## src/rtl/vec_vsetvl_unit.sv

```systemverilog
// vec_vsetvl_unit: executes vsetvli / vsetivli / vsetvl.
// Latches the instruction, computes the new vtype, VLMAX and vl, then issues
// a one-cycle CSR write and returns the new vl to the scalar core.
module vec_vsetvl_unit #(
  parameter int XLEN = 32,
  parameter int VLEN = 512
) (
  input  logic            clk,
  input  logic            n_rst,
  input  logic            inst_valid,
  output logic            inst_ready,
  input  logic [XLEN-1:0] inst,
  input  logic [XLEN-1:0] rs1_data,
  input  logic [XLEN-1:0] rs2_data,
  input  logic [XLEN-1:0] cur_vl,
  input  logic            flush,
  output logic            csrwr_en,
  output logic [XLEN-1:0] scalar1,
  output logic [XLEN-1:0] scalar2,
  output logic            rd_wr_en,
  output logic [4:0]      rd_addr,
  output logic [XLEN-1:0] rd_data,
  output logic            done,
  output logic            illegal
);

  localparam logic [XLEN-1:0] VLEN_X = XLEN'(VLEN);

  typedef enum logic [1:0] {
    IDLE,
    CALC,
    WRITE
  } state_t;

  state_t state, state_nxt;

  logic [XLEN-1:0] inst_q, rs1_q, rs2_q, cur_vl_q;
  logic            ill_q;

  logic            is_vli, is_vili, is_vl, enc_ok, vtype_ok, calc_ill;
  logic [XLEN-1:0] vtype_raw, vlmax, avl, new_vl;
  logic [2:0]      sew_shift;
  logic [4:0]      rd_f, rs1_f;

  // State register
  always_ff @(posedge clk or negedge n_rst) begin
    if (!n_rst) state <= IDLE;
    else        state <= state_nxt;
  end

  // Next-state logic and WRITE-cycle strobes
  always_comb begin
    state_nxt  = state;
    inst_ready = 1'b0;
    done       = 1'b0;
    csrwr_en   = 1'b0;
    illegal    = 1'b0;
    rd_wr_en   = 1'b0;
    unique case (state)
      IDLE: begin
        inst_ready = 1'b1;
        if (inst_valid) state_nxt = CALC;
      end
      CALC: begin
        state_nxt = flush ? IDLE : WRITE;
      end
      WRITE: begin
        done      = 1'b1;
        csrwr_en  = !ill_q;
        illegal   = ill_q;
        rd_wr_en  = (rd_addr != 5'd0);
        state_nxt = IDLE;
      end
      default: state_nxt = IDLE;
    endcase
  end

  // Decode, vtype legality, VLMAX and vl from the latched operands
  always_comb begin
    rd_f     = inst_q[11:7];
    rs1_f    = inst_q[19:15];
    is_vli   = (inst_q[31] == 1'b0);
    is_vili  = (inst_q[31:30] == 2'b11);
    is_vl    = (inst_q[31:25] == 7'b1000000);
    enc_ok   = (inst_q[6:0] == 7'h57) && (inst_q[14:12] == 3'b111)
               && (is_vli || is_vili || is_vl);
    vtype_raw = rs2_q;
    if (is_vli)       vtype_raw = XLEN'(inst_q[30:20]);
    else if (is_vili) vtype_raw = XLEN'(inst_q[29:20]);
    // vsew >= 4 is exactly bit 5 set; fractional/reserved vlmul is bit 2 set
    vtype_ok  = (vtype_raw[XLEN-1:8] == '0) && !vtype_raw[5] && !vtype_raw[2];
    sew_shift = 3'd3 + {1'b0, vtype_raw[4:3]};
    vlmax     = (VLEN_X >> sew_shift) << vtype_raw[1:0];
    if (is_vili)             avl = XLEN'(rs1_f);
    else if (rs1_f != 5'd0)  avl = rs1_q;
    else if (rd_f != 5'd0)   avl = vlmax;
    else                     avl = cur_vl_q;
    new_vl   = (avl < vlmax) ? avl : vlmax;
    calc_ill = !(enc_ok && vtype_ok);
  end

  // Operand capture at handshake and result registers loaded at the end of CALC
  always_ff @(posedge clk or negedge n_rst) begin
    if (!n_rst) begin
      inst_q   <= '0;
      rs1_q    <= '0;
      rs2_q    <= '0;
      cur_vl_q <= '0;
      ill_q    <= 1'b0;
      scalar1  <= '0;
      scalar2  <= '0;
      rd_addr  <= '0;
      rd_data  <= '0;
    end else begin
      if (state == IDLE && inst_valid) begin
        inst_q   <= inst;
        rs1_q    <= rs1_data;
        rs2_q    <= rs2_data;
        cur_vl_q <= cur_vl;
      end
      if (state == CALC && !flush) begin
        ill_q   <= calc_ill;
        rd_addr <= rd_f;
        rd_data <= calc_ill ? '0 : new_vl;
        if (!calc_ill) begin
          scalar1 <= new_vl;
          scalar2 <= XLEN'(vtype_raw[7:0]);
        end
      end
    end
  end

endmodule

```

## config.mk

```make
export PLATFORM = sky130hd
export DESIGN_NAME = vec_vsetvl_unit
export DESIGN_NICKNAME = d
export VERILOG_FILES = /design/src/rtl/vec_vsetvl_unit.sv
export SDC_FILE = /design/constraint.sdc
export NUM_CORES = 1
export LEC_CHECK = 0
export CORE_MARGIN = 8
export CORE_UTILIZATION = 44
export CTS_CLUSTER_SIZE = 40
export DETAILED_ROUTE_END_ITERATION = 8
export MAX_ROUTING_LAYER = met4
export PLACE_DENSITY = 0.81
export SYNTH_ARGS = -nofsm -noshare
export SYNTH_HDL_FRONTEND = slang
export SYNTH_SLANG_ARGS = --single-unit
```

## constraint.sdc

```tcl
create_clock -name clk -period 6.6 [get_ports clk]
set_input_delay 1.98 -clock clk [delete_from_list [all_inputs] [get_ports clk]]
set_output_delay 1.98 -clock clk [all_outputs]
set_load 0.05 [all_outputs]
```

==> flow_summary.yaml, run 1 <==
clock_network:
  cts_hold_buf: 0
  clock_latency_ns: 0.50
  cts_sinks: 208
  cts_tree: "built"
  post_cts_buffers: 0
  cts_max_path_buffers: 3
  cts-root-buf: "clkbuf_16"
  cts.repair.resized: 0
  htreeDepth: 1
  numCtsBuffers: 22
  clk_pin_slew_ns: 0.06
grt:
  grt_pass1_vias: 6216
  grt_usage: 0.177
  grt_overflow: 0
  grt_pass1_wl_mm: 33.5
  grt_max_degree: 142
  antenna_found_initial: 2
floorplan:
  die-area_mm2: 0.0244
  die_h_um: 156
  initial_utilization: 0.447
  fp-row-count: 51
  die_w_um: 156
  io_pins: 238
  coreArea_mm2: 0.0193
finish:
  fillers: 1525
  areaGrowthSynthToFinish_pct: 35.6
  drive_gt1_frac: 0.190
  fin_util: 0.606
  multi_input_area_mm2: 0.00319
  finalNetCount: 1027
  regArea_mm2: 0.00520
yosys:
  synthFlopType: "dfrtp_1"
  syn-instance-count: 681
  avgSynthCellArea_um2: 12.7
  synthesis.area_mm2: 0.00863
  ys_top_cells_by_area: "dfrtp_1, mux2_2, and2_1"
  synth-async-reset-ratio: 1.00
  synth_top_cell_area_share: 0.603
  yosysSeqAreaShare: 0.603
  yosys.cell_types.count: 47
  synth-edff-count: 0
  synth_top_area_cell: "dfrtp_1"
  ys_seq_elements: 208
  yosys_warnings: 0
power_and_ir_drop:
  power_switching_share: 0.270
  power_frac_seq: 0.450
  power.density_mw_per_mm2: 294
  p_comb_frac: 0.184
  p_int_w: 0.00252
  ir_drop_v: 0.000235
  p_sw_w: 0.000929
  p_leak_nw: 5.06
  pwr-share-clk: 0.366
run_status:
  status: "complete, no violations"
detailed_routing:
  wl_mm: 21.3
  wire_per_inst_um: 18.2
  drc: 0
  vias: 5922
  viasPerCell: 5.05
  drtIter0Drc: 336
  dr.pass1.iters: 4
  ant_nets: 0
sta:
  finalSetupTns_ns: 0
  rsz0062_at_grt: "no"
  timing.final.max_slew_violations: 0
  tightest_slew_ns: 0.783
  timing.final.crit_share: 0.657
  setup_violations: 0
  max-slew-margin-rel: 0.478
  finalClockSkew_ns: 0.0180
  period_minus_slack_ns: 4.34
  clock.fmax_ghz: 0.231
  hold_violations: 0
place:
  io_buffer_count: 213
  hpwl_mm: 15.6
  gp_congestion: 0.820
worst_setup_path:
  critPathMaxStageDelay_ns: 0.76
  startpoint: "flush"
  worstPathArrival_ns: 4.77
  crit_chain: "clkdlybuf4s50_1 > or3b_2 > nor4_1 > a32oi_4 > buf_4 > a211o_1 > nand3_1"
  r2r_start: "inst_q[30]"
  path_max_fanout: 41
  start_kind: "input pin"
  crit_type: "in2reg"
  endpoint_kind: "flop"
  crit_path_top_delay_cell: "or3b_2"
  crit_required_ns: 7.03
job:
  cap_violations: 0
worst_hold_path:
  min-delay-path-class: "reg2reg"
  min-delay-start: "rd_data[11]"
-- registers in the layout, summed over array words and instances, names as in the netlist --
signal	count
scalar2	8
state	2
scalar1	32
cur_vl_q	32
rs1_q	32
inst_q	32
ill_q	1
rd_data	32
rs2_q	32
rd_addr	5
-- final cells by class --
cell class,count,share of cell area
flip-flops and latches,208,0.445
inverters,11,0.00353
well taps,265,0.0283
clock inverters,9,0.00887
multi-input cells,429,0.272
repair buffers,217,0.186
clock buffers,31,0.0560
diodes,2,0.000427
-- metrics by stage --
stage	area (µm²)	power, W	setup slack [ns]	cells	hold WS (ns)
final	11700	0.00344	2.26	1172	0.480
after global routing	11700	0.00361	2.05	1172	0.503
after CTS	11700	0.00348	2.24	1170	0.488
after detailed placement	10900	0.00220	1.73	1130	0.471
after global placement	10900	0.00218	1.81	1130	0.461
after floorplan	8720	0.00198	3.00	704	0.448
-- routing by layer --
| layer | up-vias | GRT usage | wire length [µm] |
|---|---|---|---|
| met5 | - | - | 0 |
| met1 | 2899 | 0.225 | 8810 |
| met3 | 30 | 0.0485 | 1940 |
| li1 | 2785 | - | - |
| met2 | 208 | 0.280 | 10200 |
| met4 | 0 | 0.0388 | 403 |
-- cell usage in the layout, fill, tap and decap left out, drive strengths merged, types with 3 or more instances in the layout --
cell,Yosys,routed
nand4,10,10
dfrtp,208,208
clkdlybuf4s50,0,212
nor4bb,5,5
o21ai,28,28
clkbuf,27,32
mux2,119,119
xor2,4,4
a211o,7,7
nor3,4,4
mux2i,8,8
nor2,11,11
clkinv,0,5
buf,29,4
inv,11,11
nand2b,4,4
a221o,4,4
conb,1,24
o31ai,3,3
or4,3,3
nand2,59,59
nor4,16,16
ha,6,6
nand3,29,29
a31o,4,4
and2,50,50
a21oi,10,10
-- logic make-up after synthesis --
logic type / Yosys count / synth area share
AND/OR/NAND/NOR: 196 / 0.123
XOR/XNOR: 4 / 0.00406
buffers and inverters: 67 / 0.0404
multiplexers: 127 / 0.164
flip-flops: 208 / 0.603
adder cells (fa/ha/maj): 6 / 0.00869
other: 1 / 0.000434
AO/OA/AOI/OAI: 72 / 0.0558
-- synthesized netlist by cell type (2+ instances only) --
master,count
nor4bb_1,5
a31o_2,4
a32oi_1,2
clkbuf_1,27
a22oi_1,2
or4_1,2
buf_4,24
nand2b_1,3
ha_1,6
inv_1,11
mux2i_1,8
nand4_1,10
a221o_1,4
and2_1,50
mux2_2,119
o21ai_0,28
a211o_1,7
or3_1,2
dfrtp_1,208
nor2_1,11
xor2_1,4
o211ai_1,2
nand2_1,59
nand3_1,29
o31ai_1,3
nor4_1,15
a21oi_1,10
buf_1,4
nor3_1,4
-- path summary, 6_finish.rpt --
path | end | slack, ns | depth (start not counted)
max in group asynchronous | rs2_q[11] | 4.01 | 2
worst min-delay path | rd_data[11] | 0.48 | 1
worst max register to register | scalar1[0] | 2.74 | 11
min in group asynchronous | scalar1[22] | 1.47 | 1
worst max-delay path | scalar1[3] | 2.26 | 7
worst min register to register | rd_data[11] | 0.48 | 1
-- power groups by stage --
stage	Sequential [W]	Clock [W]	Combinational, W
6_report	0.00155	0.00126	0.000634
5_1_grt	0.00157	0.00135	0.000693
4_1_cts	0.00155	0.00130	0.000636
3_5_place_dp	0.00157	0	0.000633
3_3_place_gp	0.00156	0	0.000616
2_1_floorplan	0.00157	0	0.000412
-- worst max-delay path: cells and delay by family --
kind	cells	cell delay, ns
AO/OA/AOI/OAI	2	0.57
AND/OR/NAND/NOR	3	1.47
buffers and inverters	2	0.74
No activity file was read; power rests on OpenSTA's default activity.
==> inputs of run 2 (changes only) <==
==> constraint.sdc (replaced) <==
create_clock -name clk -period 4 [get_ports clk]
set_input_delay 1.2 -clock clk [delete_from_list [all_inputs] [get_ports clk]]
set_output_delay 1.2 -clock clk [all_outputs]
set_load 0.05 [all_outputs]
==> run 2 against run 1 <==
Sequential share of layout area shrank 0.28 points. Total power grew 65%. Via count grew 0.68%. Sequential cell count is the same. Critical path depth grew 4. Final area grew 0.63%. First-iteration DRC count shrank 13%. Die area is the same. Combinational power grew 67%. Critical path type is now reg2reg. Highest routed layer unchanged.
==> flow_summary.yaml, run 2 (synthesis gave the netlist of run 1 again) <==
grt:
  antenna_found_initial: 4
  grt_usage: 0.180
  grt_pass1_vias: 6360
  met1_usage: 0.222
  busiest_layer: "met2"
  grt_max_degree: 81
  grt_overflow: 0
  grt_pass1_wl_mm: 34.1
  grt_use_met2: 0.286
  met3_usage: 0.0560
detailed_routing:
  viasPerCell: 5.04
  drtIter0Drc: 292
  drc: 0
  wire_per_inst_um: 17.9
  ant_nets: 0
  vias: 5962
  dr.pass1.iters: 5
  wl_mm: 21.2
clock_network:
  cts_tree: "built"
  cts_hold_buf: 0
  cts.repair.resized: 0
  clk_pin_slew_ns: 0.06
  htreeDepth: 1
  cts-root-buf: "clkbuf_16"
  numCtsBuffers: 23
  clock_latency_ns: 0.49
  cts_sinks: 208
  post_cts_buffers: 0
  cts_max_path_buffers: 3
worst_setup_path:
  start_kind: "flop"
  path_max_fanout: 16
  critPathMaxStageDelay_ns: 0.49
  rrSetupSlack_ns: 0.46
  crit_required_ns: 4.38
  endpoint_kind: "flop"
  critPathBufInv: 0
  crit_path_top_delay_cell: "dfrtp_1"
  critPathTopFamily: "compound AO/OA/AOI/OAI gates"
  startpoint: "inst_q[31]"
  cp-endpoint: "scalar1[0]"
  r2r_start: "inst_q[31]"
  critical_path_depth: 11
  r2r_cells: 11
  crit_chain: "nand2b_1 > mux2i_1 > a22oi_1 > o211ai_1 > ha_1 > nand2_1 > a21oi_1 > nor3b_1 > a311o_2 > nand2_1 > o31ai_1"
  worst_path_most_repeated_cell: "nand2_1"
  worstPathArrival_ns: 3.92
  worst_r2r_endpoint: "scalar1[0]"
  crit_type: "reg2reg"
finish:
  final_cell_mix: "clkdlybuf4s50_1, dfrtp_1, mux2_2"
  drive_gt1_frac: 0.195
  fillers: 1538
  areaGrowthSynthToFinish_pct: 36.5
  finalInstanceArea_mm2: 0.0118
  final_common_cell: "clkdlybuf4s50_1"
  finalNetCount: 1036
  fin_util: 0.609
sta:
  timing.final.crit_share: 0.885
  setup_violations: 0
  worst_slack_ns: 0.459
  rsz0062_at_grt: "no"
  finalClockSkew_ns: 0.0110
  tightest_slew_ns: 0.944
  period_minus_slack_ns: 3.54
  max-slew-margin-rel: 0.371
  hold_violations: 0
  clock.fmax_ghz: 0.282
  finalSetupTns_ns: 0
  timing.final.max_slew_violations: 0
power_and_ir_drop:
  ir_drop_v: 0.000331
  total_power_w: 0.00568
  p_leak_nw: 5.09
  power.density_mw_per_mm2: 482
floorplan:
  die_h_um: 156
  initial_utilization: 0.447
  io_pins: 238
  fp-row-count: 51
  die_w_um: 156
  die-area_mm2: 0.0244
  coreArea_mm2: 0.0193
worst_hold_path:
  min-delay-path-class: "reg2reg"
place:
  hpwl_mm: 15.8
  gp_congestion: 0.811
  dp_slack_ns: 0.223
  io_buffer_count: 213
  place_area_mm2: 0.0110
job:
  cap_violations: 0
run_status:
  status: "complete, no violations"
run 2: through the flow:
step	hold WS, ns	instances
final	0.480	1183
after global routing	0.492	1182
after CTS	0.484	1178
after detailed placement	0.470	1138
after global placement	0.465	1138
after floorplan	0.448	704
run 2: layout make-up:
| type | instances | area (µm²) | share of cell area |
|---|---|---|---|
| Clock inverter | 7 | 90.1 | 0.00765 |
| Clock buffer | 33 | 663 | 0.0563 |
| Antenna cell | 5 | 12.5 | 0.00106 |
| Timing Repair Buffer | 225 | 2250 | 0.191 |
| Multi-Input combinational cell | 429 | 3190 | 0.271 |
| Tap cell | 265 | 332 | 0.0281 |
| Sequential cell | 208 | 5200 | 0.442 |
| Inverter | 11 | 41.3 | 0.00350 |
run 2: worst min-delay path by stage:
| stage | from | to | depth (start not counted) |
|---|---|---|---|
| 2_1_floorplan | inst_q[11] | rd_addr[4] | 2 |
| 3_3_place_gp | scalar1[9] | scalar1[9] | 2 |
| 3_5_place_dp | rd_data[28] | rd_data[28] | 1 |
| 4_1_cts | scalar1[5] | scalar1[5] | 2 |
| 5_1_grt | rd_data[16] | rd_data[16] | 1 |
| 6_report | rd_data[28] | rd_data[28] | 1 |
run 2: where the power goes:
part	total, W	internal (W)	switching, W
clock	0.00207	0.00128	0.000793
sequential	0.00255	0.00237	0.000171
combinational	0.00106	0.000519	0.000545
run 2: worst register-to-register path, stage by stage (launching register included):
cell and delay [ns]:
dfrtp_1 0.49, nand2b_1 0.48, mux2i_1 0.49, a22oi_1 0.24
o211ai_1 0.32, ha_1 0.31, nand2_1 0.07, a21oi_1 0.05
nor3b_1 0.18, a311o_2 0.39, nand2_1 0.15, o31ai_1 0.28
run 2: metal layers:
metal	wire length, µm	vias to the layer above
li1	-	2806
met2	9950	219
met3	2000	33
met4	395	0
met5	0	-
met1	8860	2904
==> inputs of run 3 (changes only) <==
--- a/config.mk
+++ b/config.mk
@@ -5,6 +5,7 @@
 export SDC_FILE = /design/constraint.sdc
 export NUM_CORES = 1
 export LEC_CHECK = 0
+export CAP_MARGIN = 30
 export CORE_MARGIN = 8
 export CORE_UTILIZATION = 44
 export CTS_CLUSTER_SIZE = 40
==> results of run 3 <==
No change in the layout: final DEF, timing and power equal those of run 2.
==> patch: new RTL, flow settings as in run 3 <==
Re-encode `state_t` (3 states) as one-hot, 3 bits wide.
--- a/src/rtl/vec_vsetvl_unit.sv
+++ b/src/rtl/vec_vsetvl_unit.sv
@@ -26,10 +26,10 @@
 
   localparam logic [XLEN-1:0] VLEN_X = XLEN'(VLEN);
 
-  typedef enum logic [1:0] {
-    IDLE,
-    CALC,
-    WRITE
+  typedef enum logic [2:0] {
+    IDLE  = 3'b001,
+    CALC  = 3'b010,
+    WRITE = 3'b100
   } state_t;
 
   state_t state, state_nxt;
Behaviour: no difference found for any inputs over 4 cycles, from zero or initial values and one cycle with n_rst low; so few cycles prove little.
==> patch against run 3 <==
Fmax decreased by 3.9%; synthesized area increased by 1.4%; sequential cell count increased by 1; hold slack got worse by 0.012 ns; combinational power increased by 68%; setup slack got worse by 0.14 ns; total power increased by 21%; final area increased by 1.2%; count of clock-buffer cells in the layout increased by 1; critical path depth increased by 2; wire length increased by 1.9%; synthesized cell count increased by 1.8%.
==> patch: results (changes against run 3) <==
| Metric | Value |
|---|---|
| Status | `finished clean (unchanged)` |
| Multiplexer area fraction after synthesis | `17.3% (was 16.4%)` |
| GR Overflow Total | `0 (unchanged)` |
| Synth area leaders | `dfrtp_1 (59%), mux2_2 (16%), and2_1 (3.6%) (was dfrtp_1 (60%), mux2_2 (16%), and2_1 (3.6%))` |
| Layout Skew | `0.0110 ns (about the same)` |
| Final GP Congestion | `0.922 (was 0.811)` |
| Worst path arrival time | `4.05 ns (was 3.92 ns)` |
| Max clock buf depth | `3 (unchanged)` |
| # H-tree levels | `1 (unchanged)` |
| Clk slew on worst S/H paths | `0.06 ns (about the same)` |
| Synth Area in XOR/XNOR | `0.400% (was 0.406%)` |
| Fin nets | `1046 (was 1036)` |
| Critical Path Source Type | `flip-flop (unchanged)` |
| HP Start | `scalar1[4] (was rd_data[28])` |
| FF-to-FF path depth | `13 (was 11)` |
| Worst skew pair latency | `0.49 ns (about the same)` |
| Cts hold-fix bufs | `0 (unchanged)` |
| Register area share after synthesis | `59.7% (was 60.3%)` |
| Peak fanout along the critical path | `14 (was 16)` |
| VDD IR-drop max | `0.329 mV (was 0.331 mV)` |
| GR Util All Layers | `17.8% (was 18.0%)` |
| DP Wirelength | `16.3 mm (was 15.8 mm)` |
| Initial antenna violation count | `4 (unchanged)` |
| Clock root cell | `clkbuf_16 (unchanged)` |
| Worst hold stages | `2 (was 1)` |
| Fraction of layout cells with a size suffix above 1 | `20.2% (was 19.5%)` |
| Leakage | `5.08 nW (was 5.09 nW)` |
| Synth Area in Adders | `0.857% (was 0.869%)` |
| Place WS | `0.199 ns (was 0.223 ns)` |
| Drt pass-1 iters | `4 (was 5)` |
| Detailed-route wire length | `21.6 mm (was 21.2 mm)` |
| Most frequent cells after synthesis | `dfrtp_1 (208), mux2_2 (122), nand2_1 (56), and2_1 (50), o21ai_0 (40) (was dfrtp_1 (208), mux2_2 (119), nand2_1 (59), and2_1 (50), nand3_1 (29))` |
| Vias in the first global route | `6293 (was 6360)` |
| Asr flop ratio synth | `100% (unchanged)` |
| RR Startpoint | `inst_q[30] (was inst_q[31])` |
| Synth Area in Compound Gates | `5.94% (was 5.58%)` |
| FF-to-FF setup slack | `0.31 ns (was 0.46 ns)` |
| First-pass GRT wire length | `33.6 mm (was 34.1 mm)` |
| Distinct cells, synth | `56 (was 47)` |
| Fin crit share | `92.1% (was 88.5%)` |
| Synthesis warning total | `0 (unchanged)` |
| Rel. slew slack | `63.5% (was 37.1%)` |
| Initial drt markers | `275 (was 292)` |
| Pin count of the biggest net entering global routing | `70 (was 81)` |
| Post-CTS setup buffers | `0 (unchanged)` |
| Routed vias | `6013 (was 5962)` |
-- patch: cell types whose count changed in the layout (fill, tap and decap cells not counted), moves of 4 or more --
cell,delta
nand4_1,-6
a31o_2,-4
a211oi_1,+4
o21ai_0,+12
a211o_1,-7
nand3_1,-19
nor2_1,+6
mux2i_1,+6
nor3_1,+9
-- patch: per-layer routing --
layer	share of wire (%)	routed length [um]	GRT usage, %	up-vias
met5	0	0	-	-
met4	2.8	601	5.89	0
met3	9.0	1940	5.18	43
met2	46	9970	28.0	226
met1	42	9110	21.7	2924
li1	-	-	-	2820
-- patch: area by class of cell --
cell class	count	area [um2]
diodes	4	10.0
clock buffers	34	677
clock inverters	6	85.1
fillers	1533	7600
inverters	12	50.0
multi-input cells	438	3270
flip-flops and latches	209	5230
well taps	265	332
repair buffers	224	2270
-- patch: worst paths after layout --
kind | end
worst min register to register | scalar1[4]
min in group asynchronous | rs1_q[28]
worst max register to register | rd_data[9]
worst max-delay path | rd_data[9]
worst min-delay path | scalar1[4]
max in group asynchronous | rs2_q[14]
-- patch: power by group --
part           total (mW)  switching (mW)  internal, mW
combinational        1.78           0.869         0.910
sequential           3.01           0.372          2.64
clock                2.10           0.809          1.29
total                6.89            2.05          4.84
-- patch: stage by stage --
stage	instances	hold slack, ns	area, um2
floorplan	716	0.468	8850
global placement	1148	0.458	11200
detailed placement	1148	0.463	11200
CTS	1188	0.476	11900
global route	1192	0.493	11900
finish	1192	0.468	11900
-- patch: critical path: stages (launching register included) --
cell	delay, ns
dfrtp_1	0.50
nand2b_4	0.31
a31oi_2	0.36
nor2b_1	0.23
a211oi_1	0.11
o41ai_2	0.33
ha_1	0.30
a211oi_1	0.20
o21ai_0	0.12
nor3_1	0.14
a211oi_1	0.13
nor2_2	0.39
mux2i_1	0.31
o21ai_0	0.11
